<file path="config.mk">
export PLATFORM = sky130hd
export DESIGN_NAME = pipe_stage_skid
export DESIGN_NICKNAME = d
export VERILOG_FILES = /design/src/rtl/pipe_stage_skid.sv
export SDC_FILE = /design/constraint.sdc
export NUM_CORES = 1
export LEC_CHECK = 0
export ABC_AREA = 1
export BUFFER_PORTS_ARGS = -buffer_cell sky130_fd_sc_hd__buf_2
export CAP_MARGIN = 5
export CORE_MARGIN = 4
export CORE_UTILIZATION = 25
export CTS_CLUSTER_DIAMETER = 100
export DETAILED_ROUTE_END_ITERATION = 12
export PLACE_DENSITY = 0.48
export SYNTH_ARGS = -nofsm -noshare
export SYNTH_HDL_FRONTEND = slang
export SYNTH_SLANG_ARGS = --single-unit
</file>
<file path="constraint.sdc">
create_clock -name clk -period 15 [get_ports clk]
set_input_delay 3 -clock clk [delete_from_list [all_inputs] [get_ports clk]]
set_output_delay 3 -clock clk [all_outputs]
set_load 0.1 [all_outputs]
</file>
<file path="src/rtl/pipe_stage_skid.sv">
// Pipeline stage register with a valid/ready handshake and a 2-entry skid buffer.
// Optional performance counters are enabled by defining PIPE_STAGE_PERF_EN.
module pipe_stage_skid #(
    parameter int unsigned       DATA_W     = 96,
    parameter logic [DATA_W-1:0] FLUSH_DATA = {DATA_W{1'b0}}
) (
    input  logic              clk,
    input  logic              rst,
    input  logic              flush,
    input  logic              in_valid,
    output logic              in_ready,
    input  logic [DATA_W-1:0] in_data,
    output logic              out_valid,
    input  logic              out_ready,
`ifdef PIPE_STAGE_PERF_EN
    output logic [15:0]       stall_cnt,
    output logic [15:0]       flush_cnt,
`endif
    output logic [DATA_W-1:0] out_data
);

    // Bit 0 = out_valid, bit 1 = skid occupied (in_ready low).
    localparam logic [1:0] EMPTY = 2'b00;
    localparam logic [1:0] ONE   = 2'b01;
    localparam logic [1:0] TWO   = 2'b11;

    logic [1:0]        state_q, state_d;
    logic [DATA_W-1:0] main_q, main_d;
    logic [DATA_W-1:0] skid_q, skid_d;
    logic              accept;
    logic              pop;

    assign out_valid = state_q[0];
    assign in_ready  = ~state_q[1];
    assign out_data  = main_q;

    assign accept = in_valid & in_ready;
    assign pop    = out_valid & out_ready;

    always_comb begin
        state_d = state_q;
        main_d  = main_q;
        skid_d  = skid_q;
        if (flush) begin
            state_d = EMPTY;
            main_d  = FLUSH_DATA;
            skid_d  = FLUSH_DATA;
        end else begin
            case (state_q)
                EMPTY: begin
                    if (accept) begin
                        state_d = ONE;
                        main_d  = in_data;
                    end
                end
                ONE: begin
                    if (accept && pop) begin
                        main_d = in_data;
                    end else if (accept) begin
                        state_d = TWO;
                        skid_d  = in_data;
                    end else if (pop) begin
                        state_d = EMPTY;
                    end
                end
                TWO: begin
                    if (pop) begin
                        state_d = ONE;
                        main_d  = skid_q;
                    end
                end
                default: state_d = EMPTY;
            endcase
        end
    end

    always_ff @(posedge clk or posedge rst) begin
        if (rst) begin
            state_q <= EMPTY;
            main_q  <= FLUSH_DATA;
            skid_q  <= FLUSH_DATA;
        end else begin
            state_q <= state_d;
            main_q  <= main_d;
            skid_q  <= skid_d;
        end
    end

`ifdef PIPE_STAGE_PERF_EN
    logic [15:0] stall_cnt_q, stall_cnt_d;
    logic [15:0] flush_cnt_q, flush_cnt_d;

    // Both counters saturate rather than wrap.
    always_comb begin
        stall_cnt_d = stall_cnt_q;
        flush_cnt_d = flush_cnt_q;
        if (out_valid && !out_ready && stall_cnt_q != 16'hFFFF) begin
            stall_cnt_d = stall_cnt_q + 16'd1;
        end
        if (flush && flush_cnt_q != 16'hFFFF) begin
            flush_cnt_d = flush_cnt_q + 16'd1;
        end
    end

    always_ff @(posedge clk or posedge rst) begin
        if (rst) begin
            stall_cnt_q <= 16'd0;
            flush_cnt_q <= 16'd0;
        end else begin
            stall_cnt_q <= stall_cnt_d;
            flush_cnt_q <= flush_cnt_d;
        end
    end

    assign stall_cnt = stall_cnt_q;
    assign flush_cnt = flush_cnt_q;
`endif

endmodule
</file>
==> impl_results.md, run 1 <==
- Status: finished, final reports clean
- Die area: 0.0398 mm2
- Worst Max-Slew Pin Slew: ~1300 ps
- Most frequent cells in the layout: nand2_1 (401), nand3_1 (198), buf_2 (198), nor2_1 (197), dfrtp_1 (194)
- Worst hold-check path type: reg2reg
- Number of buffers created by CTS: 17
- CP Launch Type: primary input
- Post-CTS sizing: 0
- Final cell count without fillers: 1805
- Library cells used by synthesis: 16
- Cells after Synth: ~1.2k
- Placer Congestion: roughly 0.7
- Clock buffer depth: 2
- Syn Nets: approximately 1.3k
- Chip width: 199 um
- Flop pwr share: 28.6%
- Pre-antenna DRT Iters: 4
- Die height: around 200 um
- Top cells by area, synth: dfrtp_1 (53%), nand2_1 (16%), nand3_1 (11%)
- VDD IR max: about 180 uV
- Power Dens Cells: about 250 mW/mm2
- Hold path depth: 2
- Layout area overhead: 19.5%
- Final wirelength: about 29000 um
- First-pass GRT wire length: between 40000 and 50000 um
- Final slew viol count: 0
- Post-layout util: just over 30%
- Clock-pin slew on the worst setup and hold paths: 70 ps
- Period utilization: around 36%
- Final Hold Fails: 0
- Clock skew: around 13 ps
- Crit path time final: between 5000 and 6000 ps
- DRC errors left: 0
- Worst skew pair latency: roughly 450 ps
- Hold endpoint: out_data[21]
- Worst reg2reg path endpoint: out_data[78]
- Final Setup Violations: 0
- Unrepaired setup endpoints after global routing: no
- Clock root cell: clkbuf_16
- Critical path endpoint category: flop
- Vias post-DR: roughly 8.3k
- Vias in the first global route: 8316
- Post-CTS Setup Inserts: 0
- FMAX: around 180 MHz
- CTS tree: built
- Clock share of power: 18.1%
- Initial antenna violation count: 2
- HP Start: out_data[21]
- Worst EP required: about 15000 ps
- Gate power share: a little over half
- Slew HR: between 15 and 20%
- P_int: about 1100 uW
- CTS H-tree depth: 4
- Net Sw Frac: roughly 58%
- Synth warnings: 0
- Yosys top cell by area: dfrtp_1
- Final hold slack: 465 ps
- Largest net degree at the start of global routing: 128
- CP Data Arrival Time: roughly 5800 ps
- Most common cell after layout, fill and taps aside: nand2_1
- Number of max-cap violations: 0
- Wirelength per Cell: 15.9 um
- Worst r2r src: state_q[0]
- Vias/cell: between 4 and 5
- Final HPWL DP: 16200 um
- Share of layout cells above drive strength 1: 18.2%
- Hold_buf cts: 0
- Switch Pwr: between 1500 and 2000 uW
- # IOs: approximately 200
- Syn Area/Cell: approximately 7.6 um2
- Setup Crit Path Kind: in2reg
- Routed Antenna Nets: 0
- Worst-path maximum fanout: 97
- Drt first-iter violations: 388
- CTS sink count: 194
- CORE AREA: 0.0358 mm2
- Seq cells post-synth: slightly below 200
- Lkg Pwr: 0.00619 uW
- Std cell rows: a little under 70
- Post-synth top area share: around 53%
- Worst r2r path cells: 8
- Sequential area share after synthesis: between 50% and 60%
- Grt ovf: 0
- Final sum of negative setup slack: 0 ps
- Initial Util: 25.6%
- Port bufs: 198
- Post-placement cell count: approximately 1.8k
- Slack of the worst reg-to-reg path: roughly 11000 ps
- Fill cell count: 3916
- Fin nets: approximately 1.4k
- GR Util All Layers: between 10% and 20%
- Syn Std Cell Area: 0.00917 mm2
power groups by stage:
stage / logic, uW / clock network, uW / registers [uW]
after floorplan: 336 / 0 / 1630
after global placement: 1450 / 0 / 780
after global routing: 1520 / 528 / 792
after detailed placement: 1450 / 0 / 780
after CTS: 1460 / 506 / 773
final: 1430 / 486 / 769
how the worst max path moves through the flow:
stage | slack [ps] | cells after the start | to | start
final | 9560 | 8 | out_data[78] | in_valid
after global routing | 9240 | 8 | out_data[78] | flush
after CTS | 9460 | 8 | out_data[78] | in_valid
after detailed placement | 8980 | 8 | out_data[78] | in_valid
after global placement | 9050 | 8 | out_data[83] | flush
after floorplan | 6720 | 1 | out_data[0] | rst
worst max-delay path: stages:
cell and delay [ps]:
buf_2 90, inv_1 30, nor2_1 200, nand3_1 160
nand2_4 930, nand2_4 980, nand2_1 270, nand2_1 70
through the flow:
step / area [um2] / power (uW) / setup WS, ps
after global placement: 10300 / 2230 / 9050
after floorplan: 9170 / 1970 / 6720
after global routing: 11000 / 2840 / 9240
after detailed placement: 10300 / 2230 / 8980
after CTS: 11000 / 2730 / 9460
final: 11000 / 2690 / 9560
metal layers:
metal  GRT usage, %  part of all wire, %  wire length, um  vias to the layer above
met1           19.9                   47            13600                     3978
met4           3.80                  1.3              367                        2
met2           24.5                   47            13500                      174
li1               -                    -                -                     4088
met5              0                0.045               13                        -
met3           3.12                  4.5             1300                       24
cell usage after synthesis:
library cell    n
nand3_1       198
buf_6           8
inv_1          10
dfrtp_1       194
buf_1           5
inv_4           1
inv_2           3
clkbuf_1       39
buf_4           4
buf_2          36
o21ai_0        96
nand2_4         1
ha_1            4
nand2_1       401
nor2_1        197
nand2_2         2
registers in the layout, indices dropped and copies added (netlist names):
name      count
out_data     96
state_q       2
skid_q       96
cell type report:
class / instances / area, um2 / share of cell area [%]
Tap cell: 461 / 577 / 5.27
Sequential cell: 194 / 4850 / 44.3
Clock buffer: 18 / 439 / 4.01
Inverter: 14 / 67.6 / 0.617
Clock inverter: 14 / 165 / 1.51
Multi-Input combinational cell: 899 / 3810 / 34.8
Antenna cell: 1 / 2.50 / 0.0228
Timing Repair Buffer: 204 / 1040 / 9.46
cells by family (layout without fill, tap and decap cells):
| family | count (synthesis) | count (layout) | share of synthesized area [%] |
|---|---|---|---|
| compound gates | 96 | 96 | 5.24 |
| flops | 194 | 194 | 53.0 |
| buf+inv | 106 | 250 | 5.68 |
| simple gates | 799 | 799 | 35.6 |
| fa+ha+maj | 4 | 4 | 0.546 |
| other cells | 0 | 1 | 0 |
(Power assumes the default switching activity.)
==> run 2, diff against run 1 <==
- PLACE_DENSITY: 0.48 -> 0.49
- clock period: 15 -> 4.9 ns (I/O delays scaled with it)
==> run 2 against run 1 <==
- first-iteration DRC count rose by 21%
- register-to-register slack worse by 8600 ps
- highest routed layer unchanged
- clock power grew to 2.9 times the previous value
==> impl_results.md, run 2 (same netlist as run 1, synthesis figures left out) <==
- Wirelength per Cell: 15.9 um (about the same)
- CTS sink count: 194 (unchanged)
- Final wirelength: 28800 um (about the same)
- HP Start: out_data[9] (was out_data[21])
- Unrepaired setup endpoints after global routing: no (unchanged)
- CP Data Arrival Time: 3120 ps (was 5770 ps)
- Chip width: 199 um (unchanged)
- Number of max-cap violations: 0 (unchanged)
- Clock skew: 13.3 ps (was 12.6 ps)
- Final sum of negative setup slack: 0 ps (unchanged)
- Clock-pin slew on the worst setup and hold paths: 70 ps (about the same)
- Fin area: 0.0110 mm2 (about the same)
- Status: finished, final reports clean (unchanged)
- FMAX: between 300 and 400 MHz
- Slew HR: 21.3% (was 16.7%)
- # IOs: 199 (unchanged)
- Worst setup startpoint: state_q[0] (was in_valid)
- Std cell rows: 69 (unchanged)
- Drt first-iter violations: 470 (was 388)
- CTS H-tree depth: 4 (unchanged)
- Tot Pwr: 8190 uW (was 2690 uW)
- Worst EP required: 5270 ps (was 15330 ps)
- Post-layout util: 30.7% (was 30.6%)
- CORE AREA: 0.0358 mm2 (unchanged)
- Post-CTS Setup Inserts: 0 (unchanged)
- Worst hold-check path type: reg2reg (unchanged)
- Placer Congestion: 0.737 (was 0.706)
- Fill cell count: 3887 (was 3916)
- Most common cell after layout, fill and taps aside: nand2_1 (unchanged)
- Lkg Pwr: 0.00622 uW (was 0.00619 uW)
- First-pass GRT wire length: 46500 um (was 46700 um)
- Number of buffers created by CTS: 17 (unchanged)
- Clock buffer depth: 2 (unchanged)
- Period utilization: between 50% and 60%
- Layout area overhead: 20.1% (was 19.5%)
- Die area: 0.0398 mm2 (unchanged)
- Power Dens Cells: 744 mW/mm2 (was 245 mW/mm2)
- Initial Util: 25.6% (unchanged)
- Final Hold Fails: 0 (unchanged)
- Routed Antenna Nets: 0 (unchanged)
- Pre-antenna DRT Iters: 5 (was 4)
- DRC errors left: 0 (unchanged)
- Initial antenna violation count: 2 (unchanged)
- Placed Area: 0.0104 mm2 (was 0.0103 mm2)
- Setup Crit Path Kind: reg2reg (was in2reg)
- Critical path endpoint category: flop (unchanged)
- Die height: 199 um (unchanged)
- GR Util All Layers: 14.7% (was 14.8%)
- CTS tree: built (unchanged)
- Final HPWL DP: 17200 um (was 16200 um)
- Largest net degree at the start of global routing: 105 (was 128)
- Worst skew pair latency: 450 ps (about the same)
- Port bufs: 198 (unchanged)
- Vias/cell: 4.57 (was 4.58)
- VDD IR max: 477 uV (was 181 uV)
- Final Setup Violations: 0 (unchanged)
- Post-CTS sizing: 0 (unchanged)
- Worst r2r src: state_q[0] (unchanged)
- Worst-path maximum fanout: 96 (was 97)
- Final slew viol count: 0 (unchanged)
- Clock root cell: clkbuf_16 (unchanged)
- Most frequent cells in the layout: nand2_1 (401), nand3_1 (198), buf_2 (198), nor2_1 (197), dfrtp_1 (194) (unchanged)
- Hold_buf cts: 0 (unchanged)
- Worst Max-Slew Pin Slew: 1180 ps (was 1250 ps)
- Crit path time final: around 2700 ps
- Share of layout cells above drive strength 1: 18.7% (was 18.2%)
- CP Launch Type: flop (was primary input)
- Vias in the first global route: 8265 (was 8316)
- Vias post-DR: 8289 (was 8266)
- Grt ovf: 0 (unchanged)
- Fin nets: 1443 (was 1435)
-- run 2: changes by cell type in the layout (fill, tap and decap cells not counted) --
cell        previous run  this run
clkinvlp_4             1         2
bufinv_16              2         1
inv_6                  6         1
clkinv_4               2         5
clkinv_2               3         5
clkbuf_1               0         1
clkbuf_8               1         3
buf_12                 0         2
buf_4                  6        12
inv_8                  3         0
-- run 2: critical path, stage by stage, from the launching register on --
cell and delay [ps]:
dfrtp_1 520, ha_4 460, clkinv_2 110, nand3_1 110, nand2_1 90, nand2_4 90
buf_4 880, nand3_1 230, nand2_1 140
-- run 2: cell type report --
cell class	instances	area (um2)	share of cell area, %
clock buffers	21	470	4.27
multi-input cells	899	3810	34.6
repair buffers	212	1120	10.2
inverters	14	63.8	0.580
clock inverters	11	105	0.955
flip-flops and latches	194	4850	44.1
well taps	461	577	5.24
diodes	1	2.50	0.0227
-- run 2: metal layers --
metal	wire, um	vias up	share of wire, %	global-route usage [%]
met5	7	-	0.024	0
met4	351	2	1.2	4.28
met3	1390	21	4.8	2.88
met2	13600	211	47	24.3
met1	13500	3950	47	19.8
li1	-	4105	-	-
-- run 2: final timing paths --
| path | to | slack, ps | cells after the start |
|---|---|---|---|
| worst min-delay path | out_data[9] | 470 | 2 |
| worst min register to register | out_data[9] | 470 | 2 |
| worst max-delay path | out_data[59] | 2160 | 8 |
| worst max register to register | out_data[59] | 2160 | 8 |
| max in group asynchronous | skid_q[58] | 3230 | 3 |
| min in group asynchronous | out_data[27] | 620 | 2 |
-- run 2: stage by stage --
step                      hold WS, ps  setup slack (ps)  instances
after floorplan                   450              1420       1199
after global placement            451              1860       1780
after detailed placement          454              1870       1780
after CTS                         472              2080       1812
after global routing              489              1920       1813
final                             466              2160       1813
-- run 2: power breakdown --
part | switching [uW] | internal [uW]
logic | 3810 | 609
registers | 285 | 2080
clock network | 654 | 746
total | 4750 | 3440
==> run 3, diff against run 2 <==
- clock period: 4.9 -> 2.2 ns (I/O delays scaled with it)
==> run 3 against run 2 <==
- cell area up 2.0%
- worst setup slack got worse by 2000 ps
- clock power is 140% higher
- non-clock buffer count grew 5
- combinational power is 130% higher
- via count decreased by 0.45%
- sequential cell count unchanged
- first-iteration DRC count decreased by 7.7%
- critical path depth up 2
- register-to-register slack got worse by 2000 ps
==> impl_results.md, run 3 (same netlist as run 1, synthesis figures left out) <==
- Status: finished, final reports clean (unchanged)
- Final HPWL DP: 16900 um (was 17200 um)
- Number of max-cap violations: 0 (unchanged)
- Post-CTS Setup Inserts: 0 (unchanged)
- GR Util All Layers: 14.3% (was 14.7%)
- Hold_buf cts: 0 (unchanged)
- Worst EP required: 2580 ps (was 5270 ps)
- FMAX: 486 MHz (was 364 MHz)
- Vias/cell: 4.54 (was 4.57)
- Chip width: 199 um (unchanged)
- CORE AREA: 0.0358 mm2 (unchanged)
- CP Launch Type: flop (unchanged)
- Worst Max-Slew Pin Slew: 599 ps (was 1180 ps)
- Clock buffer depth: 2 (unchanged)
- Unrepaired setup endpoints after global routing: no (unchanged)
- Layout area overhead: 22.5% (was 20.1%)
- Slack of the worst reg-to-reg path: 140 ps (was 2160 ps)
- Setup Crit Path Kind: reg2reg (unchanged)
- Area of the multi-input gates: 0.00381 mm2 (unchanged)
- Initial antenna violation count: 2 (unchanged)
- Largest net degree at the start of global routing: 98 (was 105)
- # IOs: 199 (unchanged)
- Die height: 199 um (unchanged)
- Worst skew pair latency: 440 ps (was 450 ps)
- Power Dens Cells: 1660 mW/mm2 (was 744 mW/mm2)
- Pre-antenna DRT Iters: 4 (was 5)
- First-pass GRT wire length: 45200 um (was 46500 um)
- Gate power share: 53.6% (was 54.0%)
- Fin nets: 1448 (was 1443)
- Vias in the first global route: 8100 (was 8265)
- Fin area: 0.0112 mm2 (was 0.0110 mm2)
- Vias post-DR: 8252 (was 8289)
- Critical path endpoint category: flop (unchanged)
- Final worst slack: 143 ps (was 2160 ps)
- Final hold slack: 156 ps (was 466 ps)
- Die area: 0.0398 mm2 (unchanged)
- CP Data Arrival Time: 2440 ps (was 3120 ps)
- P_int: 7990 uW (was 3440 uW)
- Switch Pwr: 10600 uW (was 4750 uW)
- Worst-path maximum fanout: 37 (was 96)
- Share of layout cells above drive strength 1: 19.1% (was 18.7%)
- Period utilization: 93.5% (was 56.0%)
- Crit path time final: 2060 ps (was 2740 ps)
- Lkg Pwr: 0.00632 uW (was 0.00622 uW)
- Net Sw Frac: 57.1% (was 58.0%)
- FF/Latch Area: 0.00485 mm2 (unchanged)
- CTS sink count: 194 (unchanged)
- Clock root cell: clkbuf_16 (unchanged)
- Clock share of power: 18.2% (was 17.1%)
- Clock skew: 11.1 ps (was 13.3 ps)
- Final slew viol count: 0 (unchanged)
- Routed Antenna Nets: 0 (unchanged)
- Grt ovf: 0 (unchanged)
- Final Setup Violations: 0 (unchanged)
- Post-CTS sizing: 0 (unchanged)
- Clock-pin slew on the worst setup and hold paths: 80 ps (was 70 ps)
- Worst hold-check path type: in2async (was reg2reg)
- Final Hold Fails: 0 (unchanged)
- Slew HR: 60.1% (was 21.3%)
- Number of buffers created by CTS: 17 (unchanged)
- CTS tree: built (unchanged)
- Most common cell after layout, fill and taps aside: nand2_1 (unchanged)
- Final wirelength: 28200 um (was 28800 um)
- Flop pwr share: 28.2% (was 28.9%)
- Placer Congestion: 0.730 (was 0.737)
- Pre-CTS setup slack: 137 ps (was 1870 ps)
- Placed Area: 0.0106 mm2 (was 0.0104 mm2)
- Drt first-iter violations: 434 (was 470)
- Std cell rows: 69 (unchanged)
- VDD IR max: 955 uV (was 477 uV)
- Fill cell count: 3876 (was 3887)
- Initial Util: 25.6% (unchanged)
- DRC errors left: 0 (unchanged)
- Wirelength per Cell: 15.5 um (was 15.9 um)
- Most frequent cells in the layout: nand2_1 (401), nand3_1 (198), buf_2 (198), nor2_1 (197), dfrtp_1 (194) (unchanged)
- CTS H-tree depth: 4 (unchanged)
- Post-layout util: 31.3% (was 30.7%)
- Port bufs: 198 (unchanged)
[run 3: area by class of cell]
class                      count  share of cell area (%)
sequential                   194                    43.3
multi-input combinational    899                    34.0
timing repair buffer         217                    11.4
tap                          461                    5.14
clock buffer                  19                    4.04
clock inverter                13                    1.52
inverter                      14                   0.624
antenna                        1                  0.0223
[run 3: power by group through the flow]
| stage | clock (uW) | sequential, uW | combinational (uW) |
|---|---|---|---|
| final | 3380 | 5250 | 9980 |
| after global routing | 3670 | 5390 | 10600 |
| after CTS | 3520 | 5270 | 10100 |
| after detailed placement | 0 | 5320 | 10100 |
| after global placement | 0 | 5310 | 10100 |
| after floorplan | 0 | 11100 | 2300 |
[run 3: worst paths after layout]
kind / startpoint / end / depth (start not counted)
setup / recovery: state_q[1] / out_data[60] / 10
setup reg to reg: state_q[1] / out_data[60] / 10
hold reg to reg: out_data[21] / out_data[21] / 2
hold / removal: rst / skid_q[11] / 3
min in group clk: in_data[59] / skid_q[59] / 3
max in group asynchronous: rst / skid_q[80] / 3
[run 3: critical path, cell delays in order, from the launching register on]
cell,delay (ps)
dfrtp_1,490
clkinvlp_4,180
ha_1,230
inv_1,80
nor2_1,50
inv_1,50
nand2_1,80
nand2_4,110
buf_4,410
nand3_1,190
nand2_1,120
[run 3: metrics by stage]
step / power, uW / setup TNS (ps) / instances
after floorplan: 13400 / -146560 / 1199
after global placement: 15400 / 0 / 1785
after detailed placement: 15400 / 0 / 1785
after CTS: 18900 / 0 / 1817
after global routing: 19600 / 0 / 1818
final: 18600 / 0 / 1818
[run 3: layer usage]
layer / vias up / track usage, % / wire length, um
met3: 18 / 3.51 / 1330
met1: 3957 / 20.0 / 13500
li1: 4113 / - / -
met2: 162 / 22.3 / 13100
met4: 2 / 3.80 / 374
met5: - / 0 / 13
